## config.mk

```make
export PLATFORM = sky130hd
export DESIGN_NAME = multi_center_of_mass
export DESIGN_NICKNAME = d
export VERILOG_FILES = /design/src/rtl/com_pkg.sv /design/src/rtl/seq_divider.sv /design/src/rtl/multi_center_of_mass.sv
export SDC_FILE = /design/constraint.sdc
export NUM_CORES = 2
export LEC_CHECK = 0
export ABC_AREA = 1
export CAP_MARGIN = 10
export CORE_ASPECT_RATIO = 1.5
export CORE_MARGIN = 3
export CORE_UTILIZATION = 60
export DETAILED_ROUTE_END_ITERATION = 10
export PLACE_DENSITY = 0.78
export SLEW_MARGIN = 10
export SYNTH_ARGS = -nofsm -noshare
export SYNTH_HDL_FRONTEND = slang
export SYNTH_SLANG_ARGS = --single-unit
```

## constraint.sdc

```tcl
create_clock -name clk_in -period 41.1 [get_ports clk_in]
set_input_delay 8.22 -clock clk_in [delete_from_list [all_inputs] [get_ports clk_in]]
set_output_delay 8.22 -clock clk_in [all_outputs]
set_load 0.03 [all_outputs]
```

## src/rtl/com_pkg.sv

```systemverilog
// Shared types and default widths for the multi-channel centroid engine.
package com_pkg;

  // Engine phases: pixel accumulation, then a per-channel divide/emit walk,
  // then a one-cycle wipe of the accumulators before the next frame.
  typedef enum logic [2:0] {
    ACCUM = 3'd0,
    LOAD  = 3'd1,
    DIV_X = 3'd2,
    DIV_Y = 3'd3,
    EMIT  = 3'd4,
    CLEAR = 3'd5
  } com_state_t;

  localparam int NUM_CH_DEF    = 4;
  localparam int H_W_DEF       = 11;
  localparam int V_W_DEF       = 10;
  localparam int CNT_W_DEF     = 20;
  localparam int MIN_COUNT_DEF = 16;

  // Width of a channel index; a single channel still needs one bit.
  function automatic int ch_width(input int n);
    return (n > 1) ? $clog2(n) : 1;
  endfunction

endpackage

```

## src/rtl/seq_divider.sv

```systemverilog
// Restoring unsigned divider producing one quotient bit per cycle.
// start_in is sampled on a clock edge; done_out is a one-cycle pulse that
// rises WIDTH+1 cycles after the cycle in which start_in was high. A new
// start_in may be given in the same cycle as done_out.
// Dividing by zero yields an all-ones quotient and remainder = dividend.
module seq_divider #(
  parameter int WIDTH = 31
) (
  input  logic             clk_in,
  input  logic             rst_in,
  input  logic             start_in,
  input  logic [WIDTH-1:0] dividend_in,
  input  logic [WIDTH-1:0] divisor_in,
  output logic [WIDTH-1:0] quotient_out,
  output logic [WIDTH-1:0] remainder_out,
  output logic             done_out,
  output logic             busy_out
);

  localparam int CW = $clog2(WIDTH + 1);

  logic [WIDTH:0]   rem_q;
  logic [WIDTH-1:0] quo_q;
  logic [WIDTH-1:0] div_q;
  logic [CW-1:0]    cnt_q;
  logic             busy_q;
  logic             done_q;

  logic [WIDTH:0]   shifted;
  logic [WIDTH:0]   trial;

  // Shift the next dividend bit into the partial remainder and try a subtract.
  always_comb begin
    shifted = {rem_q[WIDTH-1:0], quo_q[WIDTH-1]};
    trial   = shifted - {1'b0, div_q};
  end

  // One restoring step per cycle; the quotient register doubles as the
  // dividend shift register.
  always_ff @(posedge clk_in or posedge rst_in) begin
    if (rst_in) begin
      rem_q  <= '0;
      quo_q  <= '0;
      div_q  <= '0;
      cnt_q  <= '0;
      busy_q <= 1'b0;
      done_q <= 1'b0;
    end else begin
      done_q <= 1'b0;
      if (start_in) begin
        rem_q  <= '0;
        quo_q  <= dividend_in;
        div_q  <= divisor_in;
        cnt_q  <= CW'(WIDTH);
        busy_q <= 1'b1;
      end else if (busy_q) begin
        if (trial[WIDTH]) begin
          rem_q <= shifted;
          quo_q <= {quo_q[WIDTH-2:0], 1'b0};
        end else begin
          rem_q <= trial;
          quo_q <= {quo_q[WIDTH-2:0], 1'b1};
        end
        cnt_q <= cnt_q - CW'(1);
        if (cnt_q == CW'(1)) begin
          busy_q <= 1'b0;
          done_q <= 1'b1;
        end
      end
    end
  end

  assign quotient_out  = quo_q;
  assign remainder_out = rem_q[WIDTH-1:0];
  assign done_out      = done_q;
  assign busy_out      = busy_q;

endmodule

```

## src/rtl/multi_center_of_mass.sv

```systemverilog
// Per-frame centroid engine for NUM_CH pixel classes sharing one pixel stream.
// Pixels are accumulated per channel; on tabulate each channel is divided in
// turn through one shared sequential divider and reported as one result beat.
//
// Stream semantics: there is no back-pressure. valid_in qualifies x_in, y_in
// and mask_in for exactly one cycle and is only honoured while busy_out=0;
// pixels and tabulate_in offered while busy_out=1 are silently dropped.
// valid_out is a one-cycle strobe qualifying the registered result fields,
// which hold their value until the next beat.
module multi_center_of_mass
  import com_pkg::*;
#(
  parameter int NUM_CH    = NUM_CH_DEF,
  parameter int H_W       = H_W_DEF,
  parameter int V_W       = V_W_DEF,
  parameter int CNT_W     = CNT_W_DEF,
  parameter int MIN_COUNT = MIN_COUNT_DEF,
  localparam int XS_W     = H_W + CNT_W,
  localparam int YS_W     = V_W + CNT_W,
  localparam int CH_W     = ch_width(NUM_CH)
) (
  input  logic              clk_in,
  input  logic              rst_in,
  input  logic [H_W-1:0]    x_in,
  input  logic [V_W-1:0]    y_in,
  input  logic [NUM_CH-1:0] mask_in,
  input  logic              valid_in,
  input  logic              tabulate_in,
  output logic              busy_out,
  output logic [H_W-1:0]    x_out,
  output logic [V_W-1:0]    y_out,
  output logic [CH_W-1:0]   ch_out,
  output logic [CNT_W-1:0]  count_out,
  output logic              found_out,
  output logic              sat_out,
  output logic              valid_out,
  output logic              done_out,
  output logic [2:0]        state_dbg_out
);

  localparam logic [CH_W-1:0] LAST_CH = CH_W'(NUM_CH - 1);
  localparam logic [CNT_W:0]  MIN_CNT = (CNT_W + 1)'(MIN_COUNT);

  // Per-channel accumulators and their next-state values.
  logic [XS_W-1:0]   xs_q  [NUM_CH];
  logic [YS_W-1:0]   ys_q  [NUM_CH];
  logic [CNT_W-1:0]  cnt_q [NUM_CH];
  logic [NUM_CH-1:0] sat_q;
  logic [XS_W-1:0]   xs_d  [NUM_CH];
  logic [YS_W-1:0]   ys_d  [NUM_CH];
  logic [CNT_W-1:0]  cnt_d [NUM_CH];
  logic [NUM_CH-1:0] sat_d;

  // Sequencer state and registered outputs.
  com_state_t        state_q;
  logic [CH_W-1:0]   ch_idx_q;
  logic [H_W-1:0]    qx_q;
  logic              busy_q;
  logic [H_W-1:0]    x_q;
  logic [V_W-1:0]    y_q;
  logic [CH_W-1:0]   ch_q;
  logic [CNT_W-1:0]  count_q;
  logic              found_q;
  logic              sat_out_q;
  logic              valid_q;
  logic              done_q;

  // Shared divider interface.
  logic              div_start;
  logic [XS_W-1:0]   div_dividend;
  logic [XS_W-1:0]   div_divisor;
  logic [XS_W-1:0]   div_quo;
  logic [XS_W-1:0]   div_rem;
  logic              div_done;
  logic              div_busy;

  // Facts about the channel currently being reported.
  logic [CNT_W-1:0]  cur_cnt;
  logic              cur_sat;
  logic              cur_found;
  logic              cur_last;

  assign cur_cnt   = cnt_q[ch_idx_q];
  assign cur_sat   = sat_q[ch_idx_q];
  assign cur_found = ({1'b0, cur_cnt} >= MIN_CNT);
  assign cur_last  = (ch_idx_q == LAST_CH);

  // Divider is kicked from LOAD for the x sum and again on x completion for
  // the y sum; the count divisor is stable throughout a channel's walk.
  always_comb begin
    div_start    = ((state_q == LOAD) && (cur_cnt != '0)) ||
                   ((state_q == DIV_X) && div_done);
    div_dividend = (state_q == LOAD) ? xs_q[ch_idx_q] : XS_W'(ys_q[ch_idx_q]);
    div_divisor  = XS_W'(cur_cnt);
  end

  seq_divider #(
    .WIDTH (XS_W)
  ) u_div (
    .clk_in        (clk_in),
    .rst_in        (rst_in),
    .start_in      (div_start),
    .dividend_in   (div_dividend),
    .divisor_in    (div_divisor),
    .quotient_out  (div_quo),
    .remainder_out (div_rem),
    .done_out      (div_done),
    .busy_out      (div_busy)
  );

  // Sanity of the divider hand-off: a finished divide leaves a remainder
  // below the count, and a new divide is never started over a running one.
  always_ff @(posedge clk_in) begin
    if (!rst_in) begin
      if (div_done) assert (div_rem < div_divisor);
      assert (!(div_start && div_busy));
    end
  end

  // Accumulate accepted pixels per channel; a full counter drops the pixel
  // for that channel and flags saturation instead of wrapping.
  always_comb begin
    for (int c = 0; c < NUM_CH; c++) begin
      xs_d[c]  = xs_q[c];
      ys_d[c]  = ys_q[c];
      cnt_d[c] = cnt_q[c];
    end
    sat_d = sat_q;
    if (state_q == CLEAR) begin
      for (int c = 0; c < NUM_CH; c++) begin
        xs_d[c]  = '0;
        ys_d[c]  = '0;
        cnt_d[c] = '0;
      end
      sat_d = '0;
    end else if ((state_q == ACCUM) && valid_in) begin
      for (int c = 0; c < NUM_CH; c++) begin
        if (mask_in[c]) begin
          if (&cnt_q[c]) begin
            sat_d[c] = 1'b1;
          end else begin
            xs_d[c]  = xs_q[c] + XS_W'(x_in);
            ys_d[c]  = ys_q[c] + YS_W'(y_in);
            cnt_d[c] = cnt_q[c] + CNT_W'(1);
          end
        end
      end
    end
  end

  // Accumulator registers.
  always_ff @(posedge clk_in or posedge rst_in) begin
    if (rst_in) begin
      for (int c = 0; c < NUM_CH; c++) begin
        xs_q[c]  <= '0;
        ys_q[c]  <= '0;
        cnt_q[c] <= '0;
      end
      sat_q <= '0;
    end else begin
      xs_q  <= xs_d;
      ys_q  <= ys_d;
      cnt_q <= cnt_d;
      sat_q <= sat_d;
    end
  end

  // Frame sequencer: walks every channel through LOAD/DIV_X/DIV_Y/EMIT and
  // publishes each result on the edge that enters EMIT.
  always_ff @(posedge clk_in or posedge rst_in) begin
    if (rst_in) begin
      state_q   <= ACCUM;
      ch_idx_q  <= '0;
      qx_q      <= '0;
      busy_q    <= 1'b0;
      x_q       <= '0;
      y_q       <= '0;
      ch_q      <= '0;
      count_q   <= '0;
      found_q   <= 1'b0;
      sat_out_q <= 1'b0;
      valid_q   <= 1'b0;
      done_q    <= 1'b0;
    end else begin
      valid_q <= 1'b0;
      done_q  <= 1'b0;
      case (state_q)
        ACCUM: begin
          if (tabulate_in) begin
            state_q  <= LOAD;
            ch_idx_q <= '0;
            busy_q   <= 1'b1;
          end
        end
        LOAD: begin
          if (cur_cnt == '0) begin
            // Empty channel: report zeros without touching the divider.
            x_q       <= '0;
            y_q       <= '0;
            ch_q      <= ch_idx_q;
            count_q   <= cur_cnt;
            found_q   <= cur_found;
            sat_out_q <= cur_sat;
            valid_q   <= 1'b1;
            done_q    <= cur_last;
            state_q   <= EMIT;
          end else begin
            state_q <= DIV_X;
          end
        end
        DIV_X: begin
          if (div_done) begin
            // The mean never exceeds the largest coordinate, so the upper
            // quotient bits are always zero.
            qx_q    <= div_quo[H_W-1:0];
            state_q <= DIV_Y;
          end
        end
        DIV_Y: begin
          if (div_done) begin
            x_q       <= qx_q;
            y_q       <= div_quo[V_W-1:0];
            ch_q      <= ch_idx_q;
            count_q   <= cur_cnt;
            found_q   <= cur_found;
            sat_out_q <= cur_sat;
            valid_q   <= 1'b1;
            done_q    <= cur_last;
            state_q   <= EMIT;
          end
        end
        EMIT: begin
          if (cur_last) begin
            state_q <= CLEAR;
          end else begin
            ch_idx_q <= ch_idx_q + CH_W'(1);
            state_q  <= LOAD;
          end
        end
        CLEAR: begin
          state_q <= ACCUM;
          busy_q  <= 1'b0;
        end
        default: begin
          state_q <= ACCUM;
          busy_q  <= 1'b0;
        end
      endcase
    end
  end

  assign busy_out      = busy_q;
  assign x_out         = x_q;
  assign y_out         = y_q;
  assign ch_out        = ch_q;
  assign count_out     = count_q;
  assign found_out     = found_q;
  assign sat_out       = sat_out_q;
  assign valid_out     = valid_q;
  assign done_out      = done_q;
  assign state_dbg_out = state_q;

endmodule

```

---- Yosys cells after proc, flatten, opt, wreduce, memory -nomap -nowiden ----
Index checks and enable logic that the tools add are counted.
word-level totals
  register bits after elaboration ......... 481
  latch bits .............................. 0
  RAM bits ................................ 0
  ROM bits ................................ 0
  input port bits ......................... 29
  output and inout bits ................... 51
  word-level logic and storage cells ...... 208
  memories kept ........................... 0
operators by class
  add/sub/neg operators ................... 15
  multipliers ............................. 0
  div/mod/pow operators ................... 0
  $lt $le $gt $ge ......................... 3
  equal/unequal tests ..................... 16
  shift operators ......................... 0
  mux-type cells .......................... 101
  bitwise operators ....................... 2
  reduce and logical (&&, ||, !) cells .... 37
operators with widths
  cell                     number
  $mux W31                 16
  $mux W30                 10
  $mux W124                2
  $mux W120                2
  $mux W20                 12
  $mux W80                 2
  $add A31 B11 Y31         4
  $add A30 B10 Y30         4
  $add A20 B1 Y20 const B  4
  $reduce_and A20 Y1       4
  $bmux W31 S2             1
  $bmux W30 S2             1
  $bmux W20 S2             1
  $pmux W20 S2             1
  $reduce_and A3 Y1        11
  $sub A32 B20 Y32         1
  $mux W1                  25
  $reduce_bool A2 Y1       12
  $mux W11                 2
  $pmux W11 S2             1
  $ge A20 B5 Y1 const B    1
  $logic_not A20 Y1        1
  $mux W10                 2
  $pmux W10 S2             1
  27 further kinds         53

---- Depth between registers and ports, before layout ----
  depth after elaboration ................. 8
  mapped depth ............................ 18
  mapped depth without buffers ............ 17

---- Cells and area by module ----
Synthesis repeated with hierarchy kept, for this count alone.
unflattened totals
  cells, all modules ...................... 5,452
  area total of the unflattened synthesis .. 35,780.6 um^2
by module, submodules not included
  module                times used  cells an instance  area an instance (um^2)  sequential area each (um^2)
  multi_center_of_mass  1           4,419              28,906.5                 9,809.4
  seq_divider           1           1,033              6,874.1                  2,502.4

---- Worst setup path before layout ----
Ideal clock, no wire load.
  path kind ............................... input to register
  start ................................... in x_in[0]
  end ..................................... reg xs_q[117] in the netlist's numbering
  library setup time ...................... 0.119 ns
  arrival time ............................ 9.935 ns
  setup slack ............................. 31.046 ns
  cell stages on the path ................. 13
  cell sequence ........................... ha_1 -> inv_1 -> fa_1 -> o21ai_0 -> nand2_1 -> nand2_1 -> inv_1 -> o21ai_0 -> nand2_1 -> nand2_1 -> nand2_1 -> nand4_1 -> nand2_1
on the way
  longest elaborated chain between the ends .. 5
RTL lines
  item                    line                         text
  start: declaration      multi_center_of_mass.sv:24   input logic [H_W-1:0] x_in,
  $add A31 B11 Y31        multi_center_of_mass.sv:142  xs_d[c] = xs_q[c] + XS_W'(x_in);
  $mux W31                multi_center_of_mass.sv:139  if (&cnt_q[c]) begin
  $mux W31                multi_center_of_mass.sv:138  if (mask_in[c]) begin
  $mux W124               multi_center_of_mass.sv:136  end else if ((state_q == ACCUM) && valid_in) begin
  $mux W124               multi_center_of_mass.sv:129  if (state_q == CLEAR) begin
  end signal: assignment  multi_center_of_mass.sv:161  xs_q <= xs_d;
  end: declaration        multi_center_of_mass.sv:45   logic [XS_W-1:0] xs_q [NUM_CH];
No other way between the ends. The select of a mux whose other input is x is not followed.
A chain may end at the register's enable or synchronous reset.

---- Worst setup path in the final report ----
  start ................................... in x_in[4]
  end ..................................... reg xs_q[52] in the netlist's numbering
Same word-level chain as after synthesis.

==> results.py <==
metrics = {
    "route": {
        "routed.top_layer": "met4",
        "avgViaCountPerCell": 6.10,
        "drt-met1-wl_um": 40000,
        "dr_wl_met2_um": 54200,
        "dr.first_iter.drc_count": 2907,
        "vias": 33521,
        "wl_met3_um": 7020,
        "drt_pass1_iterations": 6,
        "wl_per_cell_um": 20.7,
        "drtAntennaViolNets": 0,
        "totalWireLength_um": 114000,
        "post-route-drc-count": 0,
    },
    "cells_and_area": {
        "stdcell_count": 5499,
        "fin_nets": 4923,
        "seq_area_sq_um": 12000,
        "drive_gt1_frac": 0.0289,
        "diodes": 0,
        "multi_input_area_sq_um": 17900,
        "stdcell_area_sq_um": 35700,
        "area_growth_syn_to_layout_pct": 9.00,
        "fillers": 4995,
        "post-route-util": 0.664,
    },
    "sta": {
        "final_max_slew_viol_count": 0,
        "tightest_slew_ns": 1.26,
        "worst_clock_skew_ns": 0.0193,
        "setup_viol": 0,
        "fin_setup_tns_ns": 0,
        "slew_headroom": 0.162,
        "clock.fmax_mhz": 92.1,
        "period_share": 0.264,
        "finalCriticalPeriod_ns": 10.86,
        "rsz0062_at_grt": "false",
        "finalHoldViolations": 0,
    },
    "synth": {
        "syn_avg_cell_area_sq_um": 6.83,
        "synth_flop_cell": "dfrtp_1",
        "yosysTopAreaCell": "dfrtp_1",
        "synth_area_leaders": "dfrtp_1 37%, nand2_1 14%, o21ai_0 7.4%",
        "yosysWarnings": 0,
        "synthTopCellsByCount": "1254 x nand2_1, 554 x inv_1, 482 x o21ai_0",
        "synth_area_sq_um": 32700,
        "synth.net_count": 4940,
        "synthCells": 4791,
        "synth_seq_cells": 481,
        "synth.top_cell.area_share": 0.368,
        "yosysSeqAreaShare": 0.368,
        "async_flop_share": 1.00,
        "synth_edf_count": 0,
        "yosysMostFrequentCell": "nand2_1",
        "yosys.cell_types.count": 44,
    },
    "power": {
        "p_leak_nw": 16.8,
        "ir_drop_uv": 33.9,
        "pwr-share-comb": 0.030,
        "power.share.clock": 0.498,
        "p_int_w": 0.000780,
        "power_frac_seq": 0.472,
        "swShare": 0.222,
        "finalPower_w": 0.00100,
        "power.net_switching_w": 0.000222,
        "p_per_area_nw_per_um2": 28.1,
    },
    "global_routing": {
        "grt_max_degree": 141,
        "grt_pass1_wl_um": 176000,
        "grtUsageTotal": 0.391,
        "gr-total-overflow": 0,
        "antenna_found_initial": 0,
        "grt_pass1_vias": 32098,
    },
    "clock_tree": {
        "clock_latency_ns": 0.61,
        "cts.sinks": 481,
        "clockRootBuffer": "clkbuf_16",
        "cts.clk_slew.worst_paths_ns": 0.06,
        "cts_buffers": 49,
        "hold_buffers": 0,
        "tritoncts": "built",
        "cts.path.max_buffers": 3,
        "cts_setup_buffers": 0,
        "htreeDepth": 2,
        "post_cts_resized": 0,
    },
    "placement": {
        "postPlaceCellArea_sq_um": 33900,
        "place.port_buffers": 79,
        "gp_congestion": 1.07,
        "hpwl_um": 83400,
        "dpl.cell_count": 5412,
    },
    "critical_path": {
        "criticalPathCategory": "in -> reg",
        "ff2ff_path_depth": 15,
        "crit_path_start_kind": "input port",
        "rr_endpoint": "u_div.rem_q[4]",
        "cp.required_ns": 41.63,
        "reg2reg_slack_ns": 36.66,
        "crit_fanout": 4,
        "arrival_ns": 11.39,
        "r2r_start": "ch_idx_q[0]",
        "endpoint_kind": "register",
    },
    "min_path": {
        "hold_depth": 2,
        "min_from": "x_out[8]",
        "min_path_type": "reg -> reg",
        "whs_endpoint": "x_out[8]",
    },
    "floorplanning": {
        "start_util": 0.609,
        "io_pins": 80,
        "die_w_um": 197,
        "dieArea_sq_um": 57400,
        "coreArea_sq_um": 53700,
        "num_rows": 104,
        "fp.dieH_um": 292,
    },
    "run_status": {
        "status": "finished clean",
    },
    "run": {
        "maxCapViolations": 0,
    },
}
==> through the flow <==
stage                     setup slack, ns  hold slack (ns)
after floorplan                     19.46            0.450
after global placement              29.76            0.454
after detailed placement            29.73            0.457
after CTS                           30.35            0.472
after global routing                30.08            0.491
final                               30.24            0.470
==> power groups by stage <==
stage / Combinational [W] / Clock [W] / Sequential, W
6_report: 0.0000304 / 0.000499 / 0.000473
5_1_grt: 0.0000338 / 0.000520 / 0.000473
4_1_cts: 0.0000305 / 0.000502 / 0.000473
3_5_place_dp: 0.0000304 / 0 / 0.000482
3_3_place_gp: 0.0000303 / 0 / 0.000482
2_1_floorplan: 0.0000181 / 0 / 0.000483
==> routing by layer <==
metal	global-route usage	vias up
met5	0	-
met4	0.360	0
met3	0.0502	507
met2	0.658	1460
met1	0.427	15619
li1	-	15935
==> area by class of cell <==
cell class,instances,area share
inverters,559,0.0592
well taps,689,0.0242
clock buffers,67,0.0391
flip-flops and latches,481,0.338
clock inverters,20,0.00996
multi-input cells,3572,0.501
repair buffers,111,0.0293
==> sequential cells by signal, indices dropped and copies added, names as in the netlist, 3 cells and up <==
register / cells
xs_q: 124
ys_q: 120
cnt_q: 80
u_div.quotient_out: 31
u_div.rem_q: 31
count_out: 20
u_div.div_q: 20
qx_q: 11
x_out: 11
y_out: 10
u_div.cnt_q: 5
sat_q: 4
state_dbg_out: 3
==> cell families (layout without fill, tap and decap cells) <==
family,Yosys count,in the layout,synth area share
simple gates,2405,2405,0.318
compound gates,951,951,0.153
buf+inv,738,757,0.0870
flops,481,481,0.368
fa+ha+maj,120,120,0.0480
xor+xnor,96,96,0.0257
==> cells in the final DEF (no fill, tap or decap), types with 12 or more instances in the layout <==
cell type	synthesis	routed
xor2_1	38	38
nor3_1	136	135
a21oi_1	348	348
nand2_1	1254	1252
nor4_1	32	32
inv_1	554	552
clkbuf_16	0	49
dfrtp_1	481	479
ha_1	111	111
o21bai_1	12	12
nand4_1	187	187
nor2_1	362	362
xnor2_1	58	58
o21ai_0	482	482
a21o_1	16	16
buf_4	4	31
o21a_1	16	16
o22ai_1	36	36
nand3_1	374	373
clkdlybuf4s50_1	0	79
nand3b_1	16	16
o31ai_1	13	13
==> worst max path at each step <==
stage | startpoint | slack, ns | to
floorplan | rst_in | 19.46 | busy_out
global placement | valid_in | 29.76 | cnt_q[57]
detailed placement | valid_in | 29.73 | cnt_q[43]
CTS | valid_in | 30.35 | cnt_q[51]
global route | valid_in | 30.08 | cnt_q[57]
finish | x_in[4] | 30.24 | xs_q[52]
==> worst max-delay path: stages <==
cell             delay (ns)
clkdlybuf4s50_1        0.66
ha_1                   0.74
nand2_1                0.32
o21ai_0                0.59
nand3_1                0.14
nand2_1                0.21
nand2_1                0.14
o21ai_0                0.19
nand2_1                0.06
nor2_1                 0.11
Note: power is estimated with default switching activity, not from simulation.
